==> src/rtl/sub_pipe_unit.sv <==
// sub_pipe_unit: pipelined A - B - borrow_in mantissa subtractor.
// The low SPLIT bits are resolved in stage 1 and the carry is registered into
// stage 2, which finishes the high slice and forms the sign and zero flags.
// Optional build macro SUB_PIPE_ABS_RESULT_EN adds a stage 3 that returns the
// magnitude of the difference instead of the raw two's-complement value.
// All stages share a valid/ready stall chain and hold their contents when the
// downstream side is not ready.
module sub_pipe_unit #(
    parameter int SIZE_DATA = 28,
    parameter int SPLIT     = 14
) (
    input  logic                 i_clk,
    input  logic                 i_rst_n,
    input  logic                 i_valid,
    output logic                 o_ready,
    input  logic                 i_borrow,
    input  logic [SIZE_DATA-1:0] i_data_a,
    input  logic [SIZE_DATA-1:0] i_data_b,
    output logic                 o_valid,
    input  logic                 i_ready,
    output logic [SIZE_DATA-1:0] o_diff,
    output logic                 o_borrow,
    output logic                 o_zero
);

    localparam int HI_W = SIZE_DATA - SPLIT;
`ifdef SUB_PIPE_ABS_RESULT_EN
    localparam int STAGES = 3;
`else
    localparam int STAGES = 2;
`endif

    // Stage occupancy; bit k is set when stage k holds a live op.
    logic [STAGES:1] vld_pipe;

    // Per-stage advance: a stage may load when it is empty or its contents
    // move on in the same cycle.
    logic adv1;
    logic adv2;
`ifdef SUB_PIPE_ABS_RESULT_EN
    logic adv3;
`endif

    // Stage 1 state
    logic [SPLIT-1:0] s1_lo;
    logic             s1_c;
    logic [HI_W-1:0]  s1_a_hi;
    logic [HI_W-1:0]  s1_b_hi;

    // Stage 2 state
    logic [SIZE_DATA-1:0] s2_diff;
    logic                 s2_borrow;
`ifndef SUB_PIPE_ABS_RESULT_EN
    logic                 s2_zero;
`endif

`ifdef SUB_PIPE_ABS_RESULT_EN
    // Stage 3 state
    logic [SIZE_DATA-1:0] s3_diff;
    logic                 s3_borrow;
    logic                 s3_zero;
    logic [SIZE_DATA-1:0] s3_mag_nxt;
`endif

    // Combinational arithmetic for each stage
    logic [SPLIT:0]       lo_sum;
    logic [HI_W:0]        hi_sum;
    logic [SIZE_DATA-1:0] s2_diff_nxt;
    logic                 s2_borrow_nxt;

    // Stall chain, evaluated from the output back towards the input.
`ifdef SUB_PIPE_ABS_RESULT_EN
    always_comb begin
        adv3 = !vld_pipe[3] | i_ready;
        adv2 = !vld_pipe[2] | adv3;
        adv1 = !vld_pipe[1] | adv2;
    end
`else
    always_comb begin
        adv2 = !vld_pipe[2] | i_ready;
        adv1 = !vld_pipe[1] | adv2;
    end
`endif

    assign o_ready = adv1;

    // Low slice: A + ~B + 1 is A - B; dropping the +1 charges the borrow-in.
    always_comb begin
        lo_sum = {1'b0, i_data_a[SPLIT-1:0]}
               + {1'b0, ~i_data_b[SPLIT-1:0]}
               + {{SPLIT{1'b0}}, ~i_borrow};
    end

    // High slice finishes with the registered carry; no carry-out means
    // the subtraction went negative.
    always_comb begin
        hi_sum        = {1'b0, s1_a_hi} + {1'b0, ~s1_b_hi} + {{HI_W{1'b0}}, s1_c};
        s2_diff_nxt   = {hi_sum[HI_W-1:0], s1_lo};
        s2_borrow_nxt = ~hi_sum[HI_W];
    end

    // Occupancy shift register; each bit moves only when its stage advances.
    always_ff @(posedge i_clk or negedge i_rst_n) begin
        if (!i_rst_n) begin
            vld_pipe <= '0;
        end else begin
            if (adv1) vld_pipe[1] <= i_valid;
            if (adv2) vld_pipe[2] <= vld_pipe[1];
`ifdef SUB_PIPE_ABS_RESULT_EN
            if (adv3) vld_pipe[3] <= vld_pipe[2];
`endif
        end
    end

    // Stage 1 capture on input transfer.
    always_ff @(posedge i_clk or negedge i_rst_n) begin
        if (!i_rst_n) begin
            s1_lo   <= '0;
            s1_c    <= 1'b0;
            s1_a_hi <= '0;
            s1_b_hi <= '0;
        end else if (adv1 && i_valid) begin
            s1_lo   <= lo_sum[SPLIT-1:0];
            s1_c    <= lo_sum[SPLIT];
            s1_a_hi <= i_data_a[SIZE_DATA-1:SPLIT];
            s1_b_hi <= i_data_b[SIZE_DATA-1:SPLIT];
        end
    end

    // Stage 2 capture; registers stay put on bubbles and stalls so a held
    // result never changes under the consumer.
    always_ff @(posedge i_clk or negedge i_rst_n) begin
        if (!i_rst_n) begin
            s2_diff   <= '0;
            s2_borrow <= 1'b0;
`ifndef SUB_PIPE_ABS_RESULT_EN
            s2_zero   <= 1'b0;
`endif
        end else if (adv2 && vld_pipe[1]) begin
            s2_diff   <= s2_diff_nxt;
            s2_borrow <= s2_borrow_nxt;
`ifndef SUB_PIPE_ABS_RESULT_EN
            s2_zero   <= (s2_diff_nxt == '0);
`endif
        end
    end

`ifdef SUB_PIPE_ABS_RESULT_EN
    // Two's-complement negate when the raw result is negative.
    always_comb begin
        s3_mag_nxt = s2_borrow ? ((~s2_diff) + {{(SIZE_DATA-1){1'b0}}, 1'b1}) : s2_diff;
    end

    // Stage 3 capture; zero flag is taken on the magnitude.
    always_ff @(posedge i_clk or negedge i_rst_n) begin
        if (!i_rst_n) begin
            s3_diff   <= '0;
            s3_borrow <= 1'b0;
            s3_zero   <= 1'b0;
        end else if (adv3 && vld_pipe[2]) begin
            s3_diff   <= s3_mag_nxt;
            s3_borrow <= s2_borrow;
            s3_zero   <= (s3_mag_nxt == '0);
        end
    end

    assign o_valid  = vld_pipe[3];
    assign o_diff   = s3_diff;
    assign o_borrow = s3_borrow;
    assign o_zero   = s3_zero;
`else
    assign o_valid  = vld_pipe[2];
    assign o_diff   = s2_diff;
    assign o_borrow = s2_borrow;
    assign o_zero   = s2_zero;
`endif

endmodule

==> config.mk <==
export PLATFORM = sky130hd
export DESIGN_NAME = sub_pipe_unit
export DESIGN_NICKNAME = d
export VERILOG_FILES = /design/src/rtl/sub_pipe_unit.sv
export SDC_FILE = /design/constraint.sdc
export NUM_CORES = 1
export LEC_CHECK = 0
export ABC_AREA = 1
export CAP_MARGIN = 10
export CORE_ASPECT_RATIO = 0.75
export CORE_MARGIN = 1
export CORE_UTILIZATION = 55
export CTS_CLUSTER_DIAMETER = 60
export DETAILED_ROUTE_END_ITERATION = 10
export HOLD_SLACK_MARGIN = 0.12
export PLACE_DENSITY = 0.95
export RECOVER_POWER = 100
export REMOVE_ABC_BUFFERS = 1
export SLEW_MARGIN = 15
export SYNTH_ARGS = -nofsm -noshare
export SYNTH_HDL_FRONTEND = slang
export SYNTH_SLANG_ARGS = --single-unit
==> constraint.sdc <==
create_clock -name i_clk -period 5.95 [get_ports i_clk]
set_clock_uncertainty 0.05 [all_clocks]
set_input_delay 0.8925 -clock i_clk [delete_from_list [all_inputs] [get_ports i_clk]]
set_output_delay 0.8925 -clock i_clk [all_outputs]
set_load 0.02 [all_outputs]
==> flow_summary.yaml, run 1 <==
floorplan:
  initial_core_util: 0.578
  floorplan.core_area_um2: 7500
  die_h_um: 78.9
  io-pin-count: 93
  design.die.area_um2: 8240
  row_count: 27
  die_w_um: 105
power:
  power_leakage_uw: 0.00288
  seqPwrFrac: 0.362
  comb_power_share: 0.423
  clock_power_share: 0.215
  switching_share_of_power: 0.392
  vdd_ir_drop_max_mv: 0.189
  switching_power_uw: 782
  power.density_nw_per_um2: 360
  internal-power_uw: 1210
placed_design:
  placement.setup.worst_slack_ps: 2650
  port-buffer-count: 92
  dp_hpwl_um: 8310
  gp_congestion: 0.893
clock_network:
  cts_tree: "yes"
  clk_pin_slew_ps: 70
  htree_levels: 3
  cts.sinks: 75
  post_cts.resized_instances: 0
  cts_hold_buf: 0
  ctsRootBufferMaster: "sky130_fd_sc_hd__clkbuf_8"
  post_cts_buffers: 0
  tritoncts.num_buffers: 9
  clkLatencyLatePin_ps: 350
  clock_tree.buffer_depth: 2
timing:
  report.final.slew_viol_count: 37
  max_slew.worst_pin.slew_ps: 1630
  finalSetupViolations: 0
  fin_crit_ps: 3820
  post-route-period-util: 0.643
  whs_ps: 430
  unrepaired_setup_endpoints_after_global_routing: "false"
  setup_slack_ps: 2130
  slew-limit-headroom: -0.0848
  max_freq_mhz: 261
  totalNegativeSetupSlack_ps: 0
  hold_viol_final: 0
grt:
  grt-ovfl-total: 0
  vias_in_the_first_global_route: 3980
  antenna_found_initial: 1
  maximum_number_of_pins_on_one_net_before_global_route_repair: 76
  grt_use_total: 0.294
  global_route_wire_length_before_repair_um: 18800
worst_setup_path:
  critPathMaxFanout: 52
  worst_setup_path_start_kind: "input pin"
  data_required_time_of_the_worst_path_ps: 6090
  crit_arrival_ps: 3970
  r2r_slack_ps: 2890
  criticalPathCategory: "in2reg"
  worstSetupEndpointType: "register"
drt:
  final_antenna_net_count: 0
  finalWirelength_um: 11100
  routed-via-count: 4116
  dr.first_iter.drc_count: 348
  route.detailed.wl_per_inst_um: 14.5
  avgViaCountPerCell: 5.35
  detail_route.drc_violations: 0
  number_of_search_and_repair_iterations_in_the_first_detailed_routing_pass: 6
yosys:
  syn_avg_cell_area_um2: 7.58
  synthesis_warning_total: 0
  asyncSetResetFlopFracSynth: 1.00
  dominant_register_cell_in_the_synthesized_netlist: "sky130_fd_sc_hd__dfrtp_1"
  synth-edff-count: 0
  postSynthCellCount: 572
  ys_types: 30
  syn_area_um2: 4330
  synth_seq_area_share: 0.433
  synth_seq_cells: 75
layout:
  layout_common_cells: "189 x sky130_fd_sc_hd__nand2_1, 80 x sky130_fd_sc_hd__inv_1, 75 x sky130_fd_sc_hd__dfrtp_1"
  flow.area_growth_from_synthesis_pct: 28.0
  nNetsFinal: 755
  final_common_cell: "sky130_fd_sc_hd__nand2_1"
  filler_cell_count: 589
  num_antenna_cells: 0
  drive_gt1_frac: 0.0389
outcome:
  violations_in_the_final_reports: "max-capacitance violations, max-slew violations"
  status: "finished, violations left"
worst_hold_path:
  hold_class: "reg2reg"
flow_run:
  max_cap_viol_count: 1
==> layer usage <==
layer	GRT usage	vias up	wire (um)
met5	0	-	0
li1	-	2002	-
met3	0.0813	22	869
met2	0.462	177	5040
met1	0.392	1915	5070
met4	0.103	0	167
==> Yosys cell counts, types with 3 or more instances <==
| master | n | area share |
|---|---|---|
| sky130_fd_sc_hd__o21bai_1 | 3 | 0.0052 |
| sky130_fd_sc_hd__fa_1 | 4 | 0.018 |
| sky130_fd_sc_hd__ha_1 | 26 | 0.075 |
| sky130_fd_sc_hd__inv_1 | 80 | 0.069 |
| sky130_fd_sc_hd__a31oi_1 | 6 | 0.0087 |
| sky130_fd_sc_hd__xor2_1 | 5 | 0.010 |
| sky130_fd_sc_hd__nand3_1 | 34 | 0.039 |
| sky130_fd_sc_hd__clkbuf_1 | 10 | 0.0087 |
| sky130_fd_sc_hd__nand2_1 | 189 | 0.16 |
| sky130_fd_sc_hd__nor2_1 | 32 | 0.028 |
| sky130_fd_sc_hd__buf_2 | 3 | 0.0035 |
| sky130_fd_sc_hd__o21ai_0 | 53 | 0.061 |
| sky130_fd_sc_hd__dfrtp_1 | 75 | 0.43 |
| sky130_fd_sc_hd__nor3_1 | 4 | 0.0046 |
| sky130_fd_sc_hd__a21oi_1 | 20 | 0.023 |
| sky130_fd_sc_hd__nand4_1 | 9 | 0.013 |
==> kinds of logic (layout without fill, tap and decap cells) <==
family / after synthesis / in the layout / synth area share
simple gates: 274 / 274 / 0.257
buf+inv: 94 / 190 / 0.0823
compound gates: 92 / 92 / 0.120
flops: 75 / 75 / 0.433
fa+ha+maj: 30 / 30 / 0.0935
xor+xnor: 7 / 7 / 0.0141
==> stage by stage <==
stage | std cells | power, uW | instance area (um2) | utilization
finish | 769 | 2000 | 5550 | 0.740
global route | 769 | 2130 | 5550 | 0.740
CTS | 769 | 2030 | 5560 | 0.741
detailed placement | 754 | 1590 | 5340 | 0.712
global placement | 754 | 1550 | 5340 | 0.712
floorplan | 559 | 1220 | 4280 | -
==> layout make-up <==
type | instances | area [um2] | share of cell area
clock buffers | 10 | 138 | 0.0248
inverters | 81 | 304 | 0.0548
flip-flops and latches | 75 | 1880 | 0.338
clock inverters | 5 | 77.6 | 0.0140
repair buffers | 94 | 926 | 0.167
multi-input cells | 403 | 2100 | 0.379
well taps | 101 | 126 | 0.0228
==> final timing paths <==
path / startpoint / end / cells past startpoint
setup / recovery: i_ready / s1_lo[11] / 8
hold reg to reg: o_diff[1] / o_diff[1] / 2
min in group asynchronous: i_rst_n / s1_b_hi[7] / 1
max in group asynchronous: i_rst_n / s1_lo[9] / 1
setup reg to reg: vld_pipe[1] / s1_lo[11] / 6
hold / removal: o_diff[1] / o_diff[1] / 2
==> flip-flops by register name, indices dropped and copies added, names as in the netlist <==
name and cells:
vld_pipe 2, o_borrow 1, o_diff 28, o_zero 1, s1_lo 14, s1_a_hi 14, s1_b_hi 14, s1_c 1
==> critical path, cell delays in order <==
cell and delay, ps:
sky130_fd_sc_hd__dlygate4sd3_1 530, sky130_fd_sc_hd__inv_1 70, sky130_fd_sc_hd__nand3_1 100, sky130_fd_sc_hd__nand2_1 80, sky130_fd_sc_hd__clkbuf_1 1170, sky130_fd_sc_hd__inv_2 730, sky130_fd_sc_hd__nand3_1 270, sky130_fd_sc_hd__o21ai_0 110
==> power by group through the flow <==
| stage | sequential [uW] | clock [uW] | combinational [uW] |
|---|---|---|---|
| 6_report | 722 | 429 | 845 |
| 3_5_place_dp | 732 | 0 | 858 |
| 2_1_floorplan | 824 | 0 | 396 |
| 4_1_cts | 725 | 437 | 866 |
| 3_3_place_gp | 725 | 0 | 829 |
| 5_1_grt | 739 | 462 | 926 |
Note: power is estimated with default switching activity, not from simulation.
==> inputs of run 2 (changes only) <==
Settings changed: CORE_UTILIZATION 55 to 46, PLACE_DENSITY 0.95 to 0.86.
Clock period 5.95 ns to 3.4 ns, I/O delays scaled along.
==> run 2 against run 1 <==
  * The run still ends with max-capacitance violations, max-slew violations left
  * Cell count increased by 3.8%
  * Worst setup slack got worse by 1500 ps
  * Clock power increased by 120%
  * Non-clock buffer count increased by 1
  * Largest cell class unchanged
  * First-iteration DRC count increased by 9.8%
  * Die area increased by 19%
  * Sequential power increased by 75%
  * Hold slack improved by 1.1 ps
==> flow_summary.yaml, run 2 (synthesis gave the netlist of run 1 again) <==
outcome:
  status: "finished, violations left"
  violations_in_the_final_reports: "max-capacitance violations, max-slew violations"
layout:
  filler_cell_count: 843
  nNetsFinal: 756
  multiInputGateArea_um2: 2090
  layout_common_cells: "190 x sky130_fd_sc_hd__nand2_1, 81 x sky130_fd_sc_hd__inv_1, 75 x sky130_fd_sc_hd__dfrtp_1"
  final-seq-area_um2: 1880
  final_core_utilization: 0.624
  largest_register_ffs: 28
  flow.area_growth_from_synthesis_pct: 30.7
  num_antenna_cells: 0
  final_common_cell: "sky130_fd_sc_hd__nand2_1"
  drive_gt1_frac: 0.0358
  final-instance-count-excl-fill: 798
grt:
  grt-ovfl-total: 0
  grt_use_total: 0.234
  vias_in_the_first_global_route: 3725
  maximum_number_of_pins_on_one_net_before_global_route_repair: 76
  antenna_found_initial: 0
  global_route_wire_length_before_repair_um: 17700
worst_setup_path:
  crit_buf_inv: 3
  criticalPathCategory: "in2reg"
  critical_path_cell_by_cell: "clkdlybuf4s50_1, inv_1, fa_1, fa_1, inv_1, nand3_1, nand2_1, a21boi_2, o21ai_0, nand2_1, nand2_1, or2_1, nand3_1, nand2_1"
  slowest_stage: "sky130_fd_sc_hd__clkdlybuf4s50_1"
  r2r_start: "s1_c"
  crit_arrival_ps: 3010
  crit_path_most_repeated_cell: "sky130_fd_sc_hd__nand2_1"
  critPathMaxStageDelay_ps: 450
  critPathMaxFanout: 3
  cpLargestDelayFamily: "adder cells"
  worstSetupEndpointType: "register"
  timing.rr.end: "o_zero"
  worst_setup_path_start_kind: "input pin"
  data_required_time_of_the_worst_path_ps: 3620
  r2r_slack_ps: 750
  reg2regPathDepth: 14
drt:
  route.detailed.wl_per_inst_um: 13.4
  dr.first_iter.drc_count: 382
  avgViaCountPerCell: 5.02
  number_of_search_and_repair_iterations_in_the_first_detailed_routing_pass: 5
  detail_route.drc_violations: 0
  finalWirelength_um: 10700
  routed-via-count: 4004
  final_antenna_net_count: 0
floorplan:
  initial_core_util: 0.477
  io-pin-count: 93
  die_w_um: 114
  design.die.area_um2: 9820
  row_count: 30
  die_h_um: 86.1
  floorplan.core_area_um2: 9080
timing:
  unrepaired_setup_endpoints_after_global_routing: "false"
  slew-limit-headroom: -0.240
  finalSetupViolations: 0
  hold_viol_final: 0
  totalNegativeSetupSlack_ps: 0
  post-route-period-util: 0.819
  fin_crit_ps: 2780
  max_slew.worst_pin.slew_ps: 1860
  max_freq_mhz: 359
  report.final.slew_viol_count: 112
placed_design:
  gp_congestion: 0.821
  place_inst: 782
  port-buffer-count: 92
  dp_hpwl_um: 8070
clock_network:
  cts.sinks: 75
  clock_tree.buffer_depth: 2
  tritoncts.num_buffers: 9
  post_cts_buffers: 0
  cts_tree: "yes"
  ctsRootBufferMaster: "sky130_fd_sc_hd__clkbuf_16"
  clk_pin_slew_ps: 60
  clkLatencyLatePin_ps: 340
  cts_hold_buf: 0
  htree_levels: 3
  post_cts.resized_instances: 0
power:
  vdd_ir_drop_max_mv: 0.354
  power.density_nw_per_um2: 645
  p_total_uw: 3660
  power_leakage_uw: 0.00292
worst_hold_path:
  min_from: "o_diff[1]"
  hold-path-cell-count: 2
  hold_class: "reg2reg"
  hold-path-endpoint: "o_diff[1]"
flow_run:
  max_cap_viol_count: 2
[run 2: worst max path at each step]
stage | from | end | slack (ps) | depth (start not counted)
after CTS | s1_c | o_zero | 790 | 14
after global placement | i_data_a[0] | s1_lo[10] | 560 | 14
after detailed placement | i_data_a[0] | s1_lo[10] | 480 | 14
final | i_data_a[0] | s1_lo[10] | 620 | 14
after global routing | i_data_a[0] | s1_lo[10] | 420 | 14
after floorplan | i_ready | s1_lo[11] | 1100 | 6
[run 2: worst register-to-register path: stages (launching register included)]
cell	delay, ps
sky130_fd_sc_hd__dfrtp_1	320
sky130_fd_sc_hd__inv_1	90
sky130_fd_sc_hd__fa_1	470
sky130_fd_sc_hd__fa_1	420
sky130_fd_sc_hd__inv_1	120
sky130_fd_sc_hd__nand3_1	80
sky130_fd_sc_hd__nand2_1	150
sky130_fd_sc_hd__nand2_1	100
sky130_fd_sc_hd__nand2_1	120
sky130_fd_sc_hd__nand2_1	60
sky130_fd_sc_hd__nand2_1	110
sky130_fd_sc_hd__nand3_1	90
sky130_fd_sc_hd__nor2_1	200
sky130_fd_sc_hd__nand4_1	120
sky130_fd_sc_hd__nand2_1	80
[run 2: metal layers]
| metal | share of wire | GRT usage | routed length [um] |
|---|---|---|---|
| met5 | 0 | 0 | 0 |
| met4 | 0.015 | 0.0649 | 161 |
| met3 | 0.054 | 0.0551 | 576 |
| met2 | 0.44 | 0.356 | 4700 |
| met1 | 0.49 | 0.334 | 5280 |
[run 2: report_power, final]
group / leakage (uW) / switching, uW / internal, uW
logic: 0.00186 / 870 / 565
registers: 0.000913 / 132 / 1130
clock network: 0.000148 / 371 / 587
total: 0.00292 / 1370 / 2280
[run 2: final cells by class]
cell class                      instances  share of cell area
Multi-Input combinational cell        403               0.370
Sequential cell                        75               0.331
Tap cell                              128              0.0283
Clock buffer                           10              0.0422
Inverter                               81              0.0537
Clock inverter                          6              0.0115
Timing Repair Buffer                   95               0.164
[run 2: metrics by stage]
| stage | hold slack (ps) | area, um2 | worst slack (ps) |
|---|---|---|---|
| 3_3_place_gp | 412 | 5380 | 556 |
| 5_1_grt | 456 | 5670 | 416 |
| 2_1_floorplan | 164 | 4280 | 1100 |
| 6_report | 431 | 5670 | 616 |
| 4_1_cts | 310 | 5690 | 788 |
| 3_5_place_dp | 420 | 5380 | 483 |
